===== config.mk =====
export PLATFORM = sky130hd
export DESIGN_NAME = uart_rx_simple
export DESIGN_NICKNAME = d
export VERILOG_FILES = /design/src/rtl/uart_pkg.sv /design/src/rtl/uart_rx_sync.sv /design/src/rtl/uart_rx_simple.sv
export SDC_FILE = /design/constraint.sdc
export NUM_CORES = 1
export LEC_CHECK = 0
export CORE_UTILIZATION = 30
export DETAILED_ROUTE_END_ITERATION = 7
export PLACE_DENSITY_LB_ADDON = 0.05
export SLEW_MARGIN = 20
export SYNTH_ARGS = -nofsm -noshare
export SYNTH_HDL_FRONTEND = slang
export SYNTH_SLANG_ARGS = --single-unit

===== constraint.sdc =====
create_clock -name clk -period 5.1 [get_ports clk]
set_input_delay 1.02 -clock clk [delete_from_list [all_inputs] [get_ports clk]]
set_output_delay 1.02 -clock clk [all_outputs]
set_load 0.03 [all_outputs]

===== src/rtl/uart_pkg.sv =====
// uart_pkg: shared UART constants, RX state encoding and baud divisor helper
package uart_pkg;
  localparam int PARITY_NONE = 0;
  localparam int PARITY_ODD  = 1;
  localparam int PARITY_EVEN = 2;
  localparam logic [2:0] ST_IDLE  = 3'd0;
  localparam logic [2:0] ST_START = 3'd1;
  localparam logic [2:0] ST_DATA  = 3'd2;
  localparam logic [2:0] ST_PAR   = 3'd3;
  localparam logic [2:0] ST_STOP  = 3'd4;
  localparam logic [2:0] ST_DONE  = 3'd5;
  function automatic int clks_per_bit(input int clk_hz, input int baud);
    return clk_hz / baud;
  endfunction
endpackage


===== src/rtl/uart_rx_sync.sv =====
// uart_rx_sync: 2-FF synchroniser (reset to idle-high) plus falling-edge detect
module uart_rx_sync (
  input  logic clk,
  input  logic rst,
  input  logic serial_rx,
  output logic line,
  output logic fall
);
  logic [2:0] sr_q, sr_d;
  assign sr_d = {sr_q[1:0], serial_rx};
  assign line = sr_q[1];
  assign fall = sr_q[2] & ~sr_q[1];
  // shift the pin through two sync stages and one edge-detect stage
  always_ff @(posedge clk) sr_q <= rst ? 3'b111 : sr_d;
endmodule


===== src/rtl/uart_rx_simple.sv =====
// uart_rx_simple: 8-bit UART receiver, optional parity, 1/2 stop bits; UART_RX_MAJORITY_EN enables 2-of-3 sample voting
module uart_rx_simple
  import uart_pkg::*;
#(
  parameter int BAUD_RATE   = 115200,
  parameter int CLK_FREQ_HZ = 33330000,
  parameter int PARITY      = 0,
  parameter int STOP        = 1
) (
  input  logic       clk,
  input  logic       rst,
  input  logic       serial_rx,
  output logic [7:0] rx_byte,
  output logic       byte_valid,
  output logic       parity_error,
  output logic       frame_error,
  output logic       busy
);
  localparam int CPB = clks_per_bit(CLK_FREQ_HZ, BAUD_RATE);
  localparam int HB  = CPB / 2;
  localparam int CW  = $clog2(CPB) + 1;
`ifdef UART_RX_MAJORITY_EN
  localparam int OFF = 1;
`else
  localparam int OFF = 0;
`endif
  // with voting, the decision lands one cycle after the nominal point; restarting
  // the counter at OFF keeps successive sample points exactly CPB apart
  localparam logic [CW-1:0] START_PT = CW'(HB - 1 + OFF);
  localparam logic [CW-1:0] BIT_PT   = CW'(CPB - 1 + OFF);
  localparam logic [CW-1:0] CNT_RST  = CW'(OFF);
  logic line, fall, s, tick;
  logic [2:0] state_q, state_d;
  logic [CW-1:0] cnt_q, cnt_d;
  logic [3:0] idx_q, idx_d;
  logic [7:0] shift_q, shift_d, rx_byte_q, rx_byte_d;
  logic perr_q, perr_d, ferr_q, ferr_d, valid_q, valid_d, pe_q, pe_d, fe_q, fe_d;
  uart_rx_sync u_sync (.clk(clk), .rst(rst), .serial_rx(serial_rx), .line(line), .fall(fall));
`ifdef UART_RX_MAJORITY_EN
  logic [1:0] hist_q;
  assign s = (line & hist_q[0]) | (line & hist_q[1]) | (hist_q[0] & hist_q[1]);
  // two-deep history of the synchronised line for the vote
  always_ff @(posedge clk) hist_q <= rst ? 2'b11 : {hist_q[0], line};
`else
  assign s = line;
`endif
  assign tick = cnt_q == ((state_q == ST_START) ? START_PT : BIT_PT);
  assign rx_byte = rx_byte_q;
  assign byte_valid = valid_q;
  assign parity_error = pe_q;
  assign frame_error = fe_q;
  assign busy = state_q != ST_IDLE;
  // frame sequencing: start validation, data shift, parity, stop and result capture
  always_comb begin
    state_d = state_q;
    cnt_d = cnt_q + CW'(1);
    idx_d = idx_q;
    shift_d = shift_q;
    perr_d = perr_q;
    ferr_d = ferr_q;
    rx_byte_d = rx_byte_q;
    valid_d = 1'b0;
    pe_d = 1'b0;
    fe_d = 1'b0;
    case (state_q)
      ST_IDLE: begin
        cnt_d = '0;
        if (fall) begin
          state_d = ST_START;
          idx_d = '0;
          perr_d = 1'b0;
          ferr_d = 1'b0;
        end
      end
      ST_START: if (tick) begin
        cnt_d = CNT_RST;
        state_d = s ? ST_IDLE : ST_DATA;
      end
      ST_DATA: if (tick) begin
        cnt_d = CNT_RST;
        shift_d = {s, shift_q[7:1]};
        idx_d = idx_q + 4'd1;
        if (idx_q == 4'd7) begin
          idx_d = '0;
          state_d = (PARITY != PARITY_NONE) ? ST_PAR : ST_STOP;
        end
      end
      ST_PAR: if (tick) begin
        cnt_d = CNT_RST;
        perr_d = (^{shift_q, s}) ^ (PARITY == PARITY_ODD);
        state_d = ST_STOP;
      end
      ST_STOP: if (tick) begin
        cnt_d = CNT_RST;
        ferr_d = ferr_q | ~s;
        idx_d = idx_q + 4'd1;
        if (idx_q == 4'(STOP - 1)) begin
          state_d = ST_DONE;
          rx_byte_d = shift_q;
          valid_d = 1'b1;
          pe_d = perr_q;
          fe_d = ferr_q | ~s;
        end
      end
      ST_DONE: state_d = ST_IDLE;
      default: state_d = ST_IDLE;
    endcase
  end
  // state and output registers
  always_ff @(posedge clk) begin
    if (rst) begin
      state_q <= ST_IDLE;
      cnt_q <= '0;
      idx_q <= '0;
      shift_q <= '0;
      perr_q <= 1'b0;
      ferr_q <= 1'b0;
      rx_byte_q <= '0;
      valid_q <= 1'b0;
      pe_q <= 1'b0;
      fe_q <= 1'b0;
    end else begin
      state_q <= state_d;
      cnt_q <= cnt_d;
      idx_q <= idx_d;
      shift_q <= shift_d;
      perr_q <= perr_d;
      ferr_q <= ferr_d;
      rx_byte_q <= rx_byte_d;
      valid_q <= valid_d;
      pe_q <= pe_d;
      fe_q <= fe_d;
    end
  end
endmodule


== Yosys cells after proc, flatten, opt, wreduce, memory -nomap -nowiden ==
Index checks and enable logic that the tools add are counted.

* Multiplexer cells: 23
* Bitwise operators: 6
* Eq/ne operators: 13
* Reductions and logical operators: 16
* Add/sub/neg operators: 2

{| class="wikitable"
|+ Operators with widths
! operator !! number
|-
| two-way mux 3 bit || 7
|-
| case mux 10 bit (2 select lines) || 1
|-
| two-way mux 4 bit || 4
|-
| case mux 3 bit (5 select lines) || 1
|-
| != test 2 bit (second input constant) || 7
|-
| case mux 4 bit (3 select lines) || 1
|-
| adder 10 x 1 -> 10 bit (second input constant) || 1
|-
| == test 10 x 9 -> 1 bit || 1
|-
| two-way mux 10 bit || 1
|-
| two-way mux 9 bit || 1
|-
| AND reduction 3 bit || 3
|-
| parity 9 bit || 1
|-
| OR reduction 4 bit || 2
|-
| AND reduction 7 bit || 1
|-
| == test 3 x 2 -> 1 bit (second input constant) || 2
|-
| nonzero test 3 bit || 2
|-
| adder 4 x 1 -> 4 bit (second input constant) || 1
|-
| == test 4 x 3 -> 1 bit (second input constant) || 1
|-
| zero test 4 bit || 1
|-
| two-way mux 1 bit || 4
|-
| inverter 1 bit || 4
|-
| case mux 1 bit (2 select lines) || 2
|-
| AND reduction 4 bit || 1
|-
| nonzero test 2 bit || 2
|-
| other kinds (8) || 8
|}

* Logic and storage cells: 71
* Output and inout port bits: 12
* Bits of input ports: 3
* Register bits after elaboration: 41

== Logic depth before layout (Yosys ltp) ==
Gate-level depths: netlist of run 1.

* Word-level depth: 5
* Depth in mapped cells: 6
* Depth with buffers taken out: 6

== Modules after synthesis ==
A second synthesis of run 1 with hierarchy kept.

* Cells, all modules: 196
* Area total of the unflattened synthesis: 1844.3 µm²

{| class="wikitable"
|+ By module, submodules not included
! module !! instances !! area an instance (µm²) !! cells an instance !! sequential area each (µm²)
|-
| uart_rx_simple || 1 || 1759.2 || 189 || 760.7
|-
| uart_rx_sync || 1 || 85.1 || 7 || 60.1
|}

== Worst setup path after synthesis of run 1 ==
OpenSTA, ideal clock, no wires.

* Path kind: reg-to-reg
* From: register state_q[0]
* To: register idx_q[2]
* Stages on the path, launching flop included: 7
* Path buffers: 1
* Setup time: 0.071 ns
* Period minus slack after synthesis: 2.072 ns
* Data arrival time: 2.002 ns
* Path slack: 3.028 ns
* Data required time: 5.029 ns
* Path through: dfxtp_1 > buf_4 > or3_4 > or3b_4 > o31a_4 > or4b_1 > a21oi_1

* Cells in the longest elaborated chain, start to end: 5
* Elaborated cells on any way between the ends: 12
* Classes of those cells: 7 x eq/ne; 2 x mux; 3 x reduce/logical

{| class="wikitable"
|+ RTL lines
! item !! RTL line !! source
|-
| start: declaration || uart_rx_simple.sv:33 || <nowiki>logic [2:0] state_q, state_d;</nowiki>
|-
| start signal: assignment || uart_rx_simple.sv:123 || <nowiki>state_q <= state_d;</nowiki>
|-
| == test 3 x 1 -> 1 bit || uart_rx_simple.sv:47 || <nowiki>assign tick = cnt_q == ((state_q == ST_START) ? START_PT : BIT_PT);</nowiki>
|-
| two-way mux 9 bit || uart_rx_simple.sv:47 ||
|-
| == test 10 x 9 -> 1 bit || uart_rx_simple.sv:47 ||
|-
| != test 2 bit (no source line) || -- ||
|-
| AND reduction 4 bit (no source line) || -- ||
|-
| end signal: assignment || uart_rx_simple.sv:125 || <nowiki>idx_q <= idx_d;</nowiki>
|-
| end: declaration || uart_rx_simple.sv:35 || <nowiki>logic [3:0] idx_q, idx_d;</nowiki>
|}

Parallel ways exist; a longest one is shown, timed or not.
A chain may end at the register's enable or synchronous reset.

== Worst setup path in the final report of run 1 ==
* From: register state_q[2]
* To: output busy

* Cells in the longest elaborated chain, start to end: 1

{| class="wikitable"
|+ RTL lines
! item !! RTL line !! source
|-
| nonzero test 3 bit || uart_rx_simple.sv:52 || <nowiki>assign busy = state_q != ST_IDLE;</nowiki>
|-
| end: declaration || uart_rx_simple.sv:17 || <nowiki>output logic busy</nowiki>
|}

Every way passes these cells.

==> impl_metrics.csv, run 1 <==
group,metric,value,unit
outcome,outcome,"completed",
synth,seq_area_frac_synth,0.4478,
synth,ys_types,39,
synth,synthTopCellsByArea,"dfxtp_1 45%, mux2i_1 8.7%, nor2_1 5.9%",
clock_network,post_cts_buffers,0,
clock_network,ctsHoldBuffers,0,
synth,ys_warn_count,0,
drt,wl,3723,um
floorplan,coreArea,5921,um2
job,max-cap-violations,0,
floorplan,die_h,80.17,um
global_route,track_usage,0.1284,
floorplan,start_util,0.3096,
synth,netlist_area,1833,um2
synth,netlist.area_leader.share,0.4478,
sta,finalCritPeriodShare,0.5313,
synth,synthArstFlopShare,0,
clock_network,clk_pin_slew_worst_paths,0.08,ns
setup_path,reg2reg_slack,2.71,ns
final_layout,design_area,2130,um2
sta,finalClockSkew,0.003879,ns
placement,port_buffers,14,
sta,final_max_slew_viol_count,0,
final_layout,layout_commonest_cell,"dfxtp_1",
global_route,grt_pass1_wl,6189,um
synth,avgSynthCellArea,9.647,um2
drt,route.detailed.drc,0,
sta,finalHoldViolations,0,
drt,routedWlPerCell,13.20,um
setup_path,arrival,1.69,ns
sta,worst_slack,2.390,ns
sta,layout_min_cycle_time,2.710,ns
drt,drt_iter0_drc,92,
synth,synth-edff-count,0,
synth,synth_ff_type,"dfxtp_1",
final_layout,drive_gt1_frac,0.09179,
floorplan,fp-row-count,28,
clock_network,cts_max_level,2,
setup_path,start_kind,"register",
drt,drtAntennaViolNets,0,
sta,max_freq,369.0,MHz
floorplan,die_x,80.17,um
clock_network,cts_resized,0,
placement,hpwl,2642,um
sta,rsz0062_at_grt,"no",
pwr,ir_worst_vdd,0.0001002,V
clock_network,cts_sinks,41,
placement,place_ws,2.477,ns
final_layout,stdcell_count,282,
clock_network,tritoncts,"done",
synth,synth_nets,196,
pwr,static-leakage-power,0.6745,nW
clock_network,ctsLongestPathBuffers,2,
placement,dp.cells,274,
sta,maxSlewHeadroom,0.4559,
sta,totalNegativeSetupSlack,0,ns
setup_path,critPathRequiredTime,4.08,ns
global_route,grt_pass1_vias,1273,
placement,postPlaceCellArea,2047,um2
setup_path,cp_max_fo,8,
floorplan,die_area,6426,um2
worst_hold_path,min_path_cells,1,
clock_network,cts_buffers,5,
pwr,cellPowerDensity,257.1,nW/um2
synth,yosysTopAreaCell,"dfxtp_1",
floorplan,io_pins,15,
global_route,antenna_found_initial,0,
clock_network,insertion_delay,0.28,ns
global_route,grt_start_max_net_pins,23,
final_layout,area_growth,16.18,%
setup_path,crit_path_end_kind,"primary output",
final_layout,nets,212,
final_layout,final_cell_mix,"41 x dfxtp_1, 29 x nor2_1, 16 x mux2i_1",
setup_path,reg2reg_depth,5,
drt,num_vias,1334,
drt,firstDrtPassIters,4,
sta,tightest_slew,0.8161,ns
sta,setup_viol,0,
final_layout,insertedDiodeCount,0,
synth,syn_inst,190,
worst_hold_path,hold_path.class,"reg -> reg",
pwr,totalPowerFinal,547.4,uW
placement,globalplace.congestion,0.7821,
drt,drt-vias-per-instance,4.730,
setup_path,path_class,"reg -> out",
global_route,grt.overflow.total,0,
synth,ys_ff_latch,41,
clock_network,root_buffer,"clkbuf_8",
## final cells by class
cell class	instances	area [um2]
Fill cell	596	3791
Clock inverter	2	10.01
Timing Repair Buffer	15	147.6
Clock buffer	6	72.57
Tap cell	75	93.84
Multi-Input combinational cell	138	965.9
Inverter	5	18.77
Sequential cell	41	820.8
## critical path, stage by stage, from the launching register on
cell             delay, ns
dfxtp_1               0.39
or3_4                 0.41
clkdlybuf4s50_1       0.60
## report_power, final
part / internal (mW) / leakage, nW / switching, mW
combinational: 0.00793 / 0.299 / 0.0113
sequential: 0.321 / 0.331 / 0.00233
clock: 0.0950 / 0.0450 / 0.110
total: 0.424 / 0.675 / 0.123
## routing by layer
layer | global-route usage | part of all wire | vias up
li1 | - | - | 691
met2 | 0.1983 | 0.45 | 16
met4 | 0.04821 | 0.0091 | 0
met3 | 0.03864 | 0.027 | 4
met5 | 0 | 0 | -
met1 | 0.1671 | 0.51 | 623
## path summary, 6_finish.rpt
check,to,startpoint
min reg2reg,u_sync.sr_q[1],u_sync.sr_q[0]
min,u_sync.sr_q[1],u_sync.sr_q[0]
max reg2reg,rx_byte[4],state_q[0]
max,busy,state_q[2]
## metrics by stage
step / hold WS [ns] / utilization
final: 0.4118 / 0.3597
after CTS: 0.4121 / 0.3597
after floorplan: 0.3895 / -
after detailed placement: 0.3923 / 0.3457
after global routing: 0.4380 / 0.3597
after global placement: 0.4069 / 0.3457
## sequential cells by signal, indices dropped and copies added, names as in the netlist
signal        count
parity_error      1
shift_q           8
cnt_q            10
idx_q             4
frame_error       1
byte_valid        1
perr_q            1
rx_byte           8
state_q           3
ferr_q            1
u_sync.sr_q       3
## cell families (layout without fill, tap and decap cells)
| group | after synthesis | in the layout | share of synthesized area |
|---|---|---|---|
| AOI/OAI and AO/OA | 19 | 19 | 0.09556 |
| xor gates and xnor gates | 15 | 15 | 0.07918 |
| adders and majority gates | 4 | 4 | 0.02594 |
| buffers and inverters | 11 | 28 | 0.02525 |
| DFF | 41 | 41 | 0.4478 |
| muxes | 16 | 16 | 0.08737 |
| and+or+nand+nor | 84 | 84 | 0.2389 |
## cell usage after synthesis (4+ instances only)
cell type / instances
xor2_1: 6
mux2i_1: 16
nand2b_1: 4
nor2_1: 29
clkbuf_1: 4
dfxtp_1: 41
inv_1: 5
xnor2_1: 8
nor3_1: 11
nand3_1: 8
a21oi_1: 7
nand2_1: 12
Note: power is estimated with default switching activity, not from simulation.
==> run 2, diff against run 1 <==
==> constraint.sdc (replaced) <==
create_clock -name clk -period 2.3 [get_ports clk]
set_input_delay 0.46 -clock clk [delete_from_list [all_inputs] [get_ports clk]]
set_output_delay 0.46 -clock clk [all_outputs]
set_load 0.03 [all_outputs]
==> run 2 against run 1 <==
Global-route usage decreased by 0.10 points. Clock skew increased by 0.0037 ns. Sequential power increased by 120%. Flip-flop and latch count unchanged. Cell count increased by 2.5%. Critical endpoint unchanged. Final area increased by 4.9%. Routed wire length decreased by 0.59%. Largest power group unchanged. Worst hold slack improved by 0.0032 ns. Sequential share of layout area decreased by 1.8 points. Utilization increased by 1.8 points. Clock-buffer cell count unchanged. Combinational power increased to 2.7 times the previous value.
==> impl_metrics.csv, run 2 (synthesis results as in run 1) <==
group,metric,value,unit
outcome,outcome,"completed",
final_layout,insertedDiodeCount,0,
setup_path,crit_path_start,"state_q[2]",
placement,globalplace.congestion,0.8146,
placement,port_buffers,14,
pwr,ir_worst_vdd,0.0002377,V
final_layout,design_area,2235,um2
global_route,grt_start_max_net_pins,17,
clock_network,ctsHoldBuffers,0,
setup_path,crit_path_end_kind,"primary output",
pwr,seqPwrFrac,0.571,
clock_network,root_buffer,"clkbuf_8",
sta,max_freq,463.2,MHz
clock_network,cts_max_level,2,
sta,setup_viol,0,
clock_network,insertion_delay,0.29,ns
sta,layout_min_cycle_time,2.159,ns
setup_path,reg2reg_from,"state_q[2]",
drt,wl,3701,um
clock_network,cts_sinks,41,
floorplan,start_util,0.3096,
clock_network,cts_buffers,5,
final_layout,drive_gt1_frac,0.1262,
global_route,antenna_found_initial,0,
setup_path,arrival,1.70,ns
pwr,power.share.clock,0.387,
setup_path,path_cells,"or3_4 > clkdlybuf4s50_1",
floorplan,die_h,80.17,um
final_layout,fin_util,0.3774,
sta,rsz0062_at_grt,"no",
floorplan,io_pins,15,
drt,drt-vias-per-instance,4.872,
clock_network,clk_pin_slew_worst_paths,0.08,ns
sta,holdWs,0.4149,ns
floorplan,die_x,80.17,um
final_layout,largest_reg_flops,10,
worst_hold_path,hold_path.class,"reg -> reg",
pwr,totalPowerFinal,1.253,mW
clock_network,ctsLongestPathBuffers,2,
global_route,grt_pass1_wl,6203,um
clock_network,cts_resized,0,
placement,place_ws,0.2141,ns
sta,finalClockSkew,0.007604,ns
clock_network,tritoncts,"done",
worst_hold_path,hp-start,"u_sync.sr_q[0]",
sta,finalHoldViolations,0,
pwr,cellPowerDensity,560.8,nW/um2
final_layout,final_cell_mix,"41 x dfxtp_1, 29 x nor2_1, 16 x mux2i_1",
sta,final_max_slew_viol_count,0,
floorplan,die_area,6426,um2
pwr,swShare,0.2225,
pwr,internal_power,974.4,uW
sta,totalNegativeSetupSlack,0,ns
drt,num_vias,1408,
drt,firstDrtPassIters,4,
setup_path,critPathSlowestCell,"clkdlybuf4s50_1",
placement,postPlaceCellArea,2145,um2
drt,drtAntennaViolNets,0,
floorplan,coreArea,5921,um2
setup_path,cp_max_fo,8,
setup_path,path_class,"reg -> out",
sta,finalCritPeriodShare,0.9386,
global_route,grt_pass1_vias,1367,
drt,route.detailed.drc,0,
placement,dp.cells,282,
setup_path,reg2reg_slack,0.19,ns
clock_network,post_cts_buffers,0,
setup_path,critPathMaxStageDelay,0.60,ns
global_route,grt.overflow.total,0,
global_route,track_usage,0.1273,
setup_path,critPathRequiredTime,1.84,ns
final_layout,layout_commonest_cell,"dfxtp_1",
final_layout,largest_register,"cnt_q",
sta,maxSlewHeadroom,0.6856,
pwr,p_switching,278.9,uW
final_layout,area_growth,21.91,%
sta,tightest_slew,0.4676,ns
placement,hpwl,2704,um
final_layout,stdcell_count,289,
sta,worst_slack,0.1413,ns
drt,drt_iter0_drc,115,
setup_path,start_kind,"register",
job,max-cap-violations,0,
floorplan,fp-row-count,28,
pwr,static-leakage-power,0.7241,nW
drt,routedWlPerCell,12.81,um
final_layout,nets,220,
pwr,combPwrFrac,0.042,
==> run 2: path summary, 6_finish.rpt <==
| path | end | cells past startpoint |
|---|---|---|
| worst min-delay path | u_sync.sr_q[1] | 1 |
| worst max-delay path | busy | 2 |
| worst min register to register | u_sync.sr_q[1] | 1 |
| worst max register to register | idx_q[2] | 5 |
==> run 2: worst max-delay path, delay by kind of cell (launching register included) <==
kind | cells | cell delay [ns]
buffers and inverters | 1 | 0.60
AND/OR/NAND/NOR | 1 | 0.42
flip-flops | 1 | 0.39
==> run 2: power by group through the flow <==
stage	Combinational, mW	Clock, mW	Sequential, mW
finish	0.0526	0.485	0.716
global route	0.0568	0.530	0.717
CTS	0.0533	0.503	0.716
detailed placement	0.0531	0	0.733
global placement	0.0541	0	0.733
floorplan	0.0331	0	0.731
==> run 2: final cells by class <==
| cell class | count | area, um2 |
|---|---|---|
| multi-input combinational | 138 | 965.9 |
| clock buffer | 6 | 82.58 |
| tap | 75 | 93.84 |
| sequential | 41 | 820.8 |
| inverter | 5 | 18.77 |
| clock inverter | 1 | 7.507 |
| fill | 592 | 3686 |
| timing repair buffer | 23 | 245.2 |
==> run 2: routing by layer <==
metal  GRT usage  routed length [um]
met5           0                   0
met4     0.04821                  48
met3     0.04205                 196
met2      0.2103                1758
met1      0.1524                1697
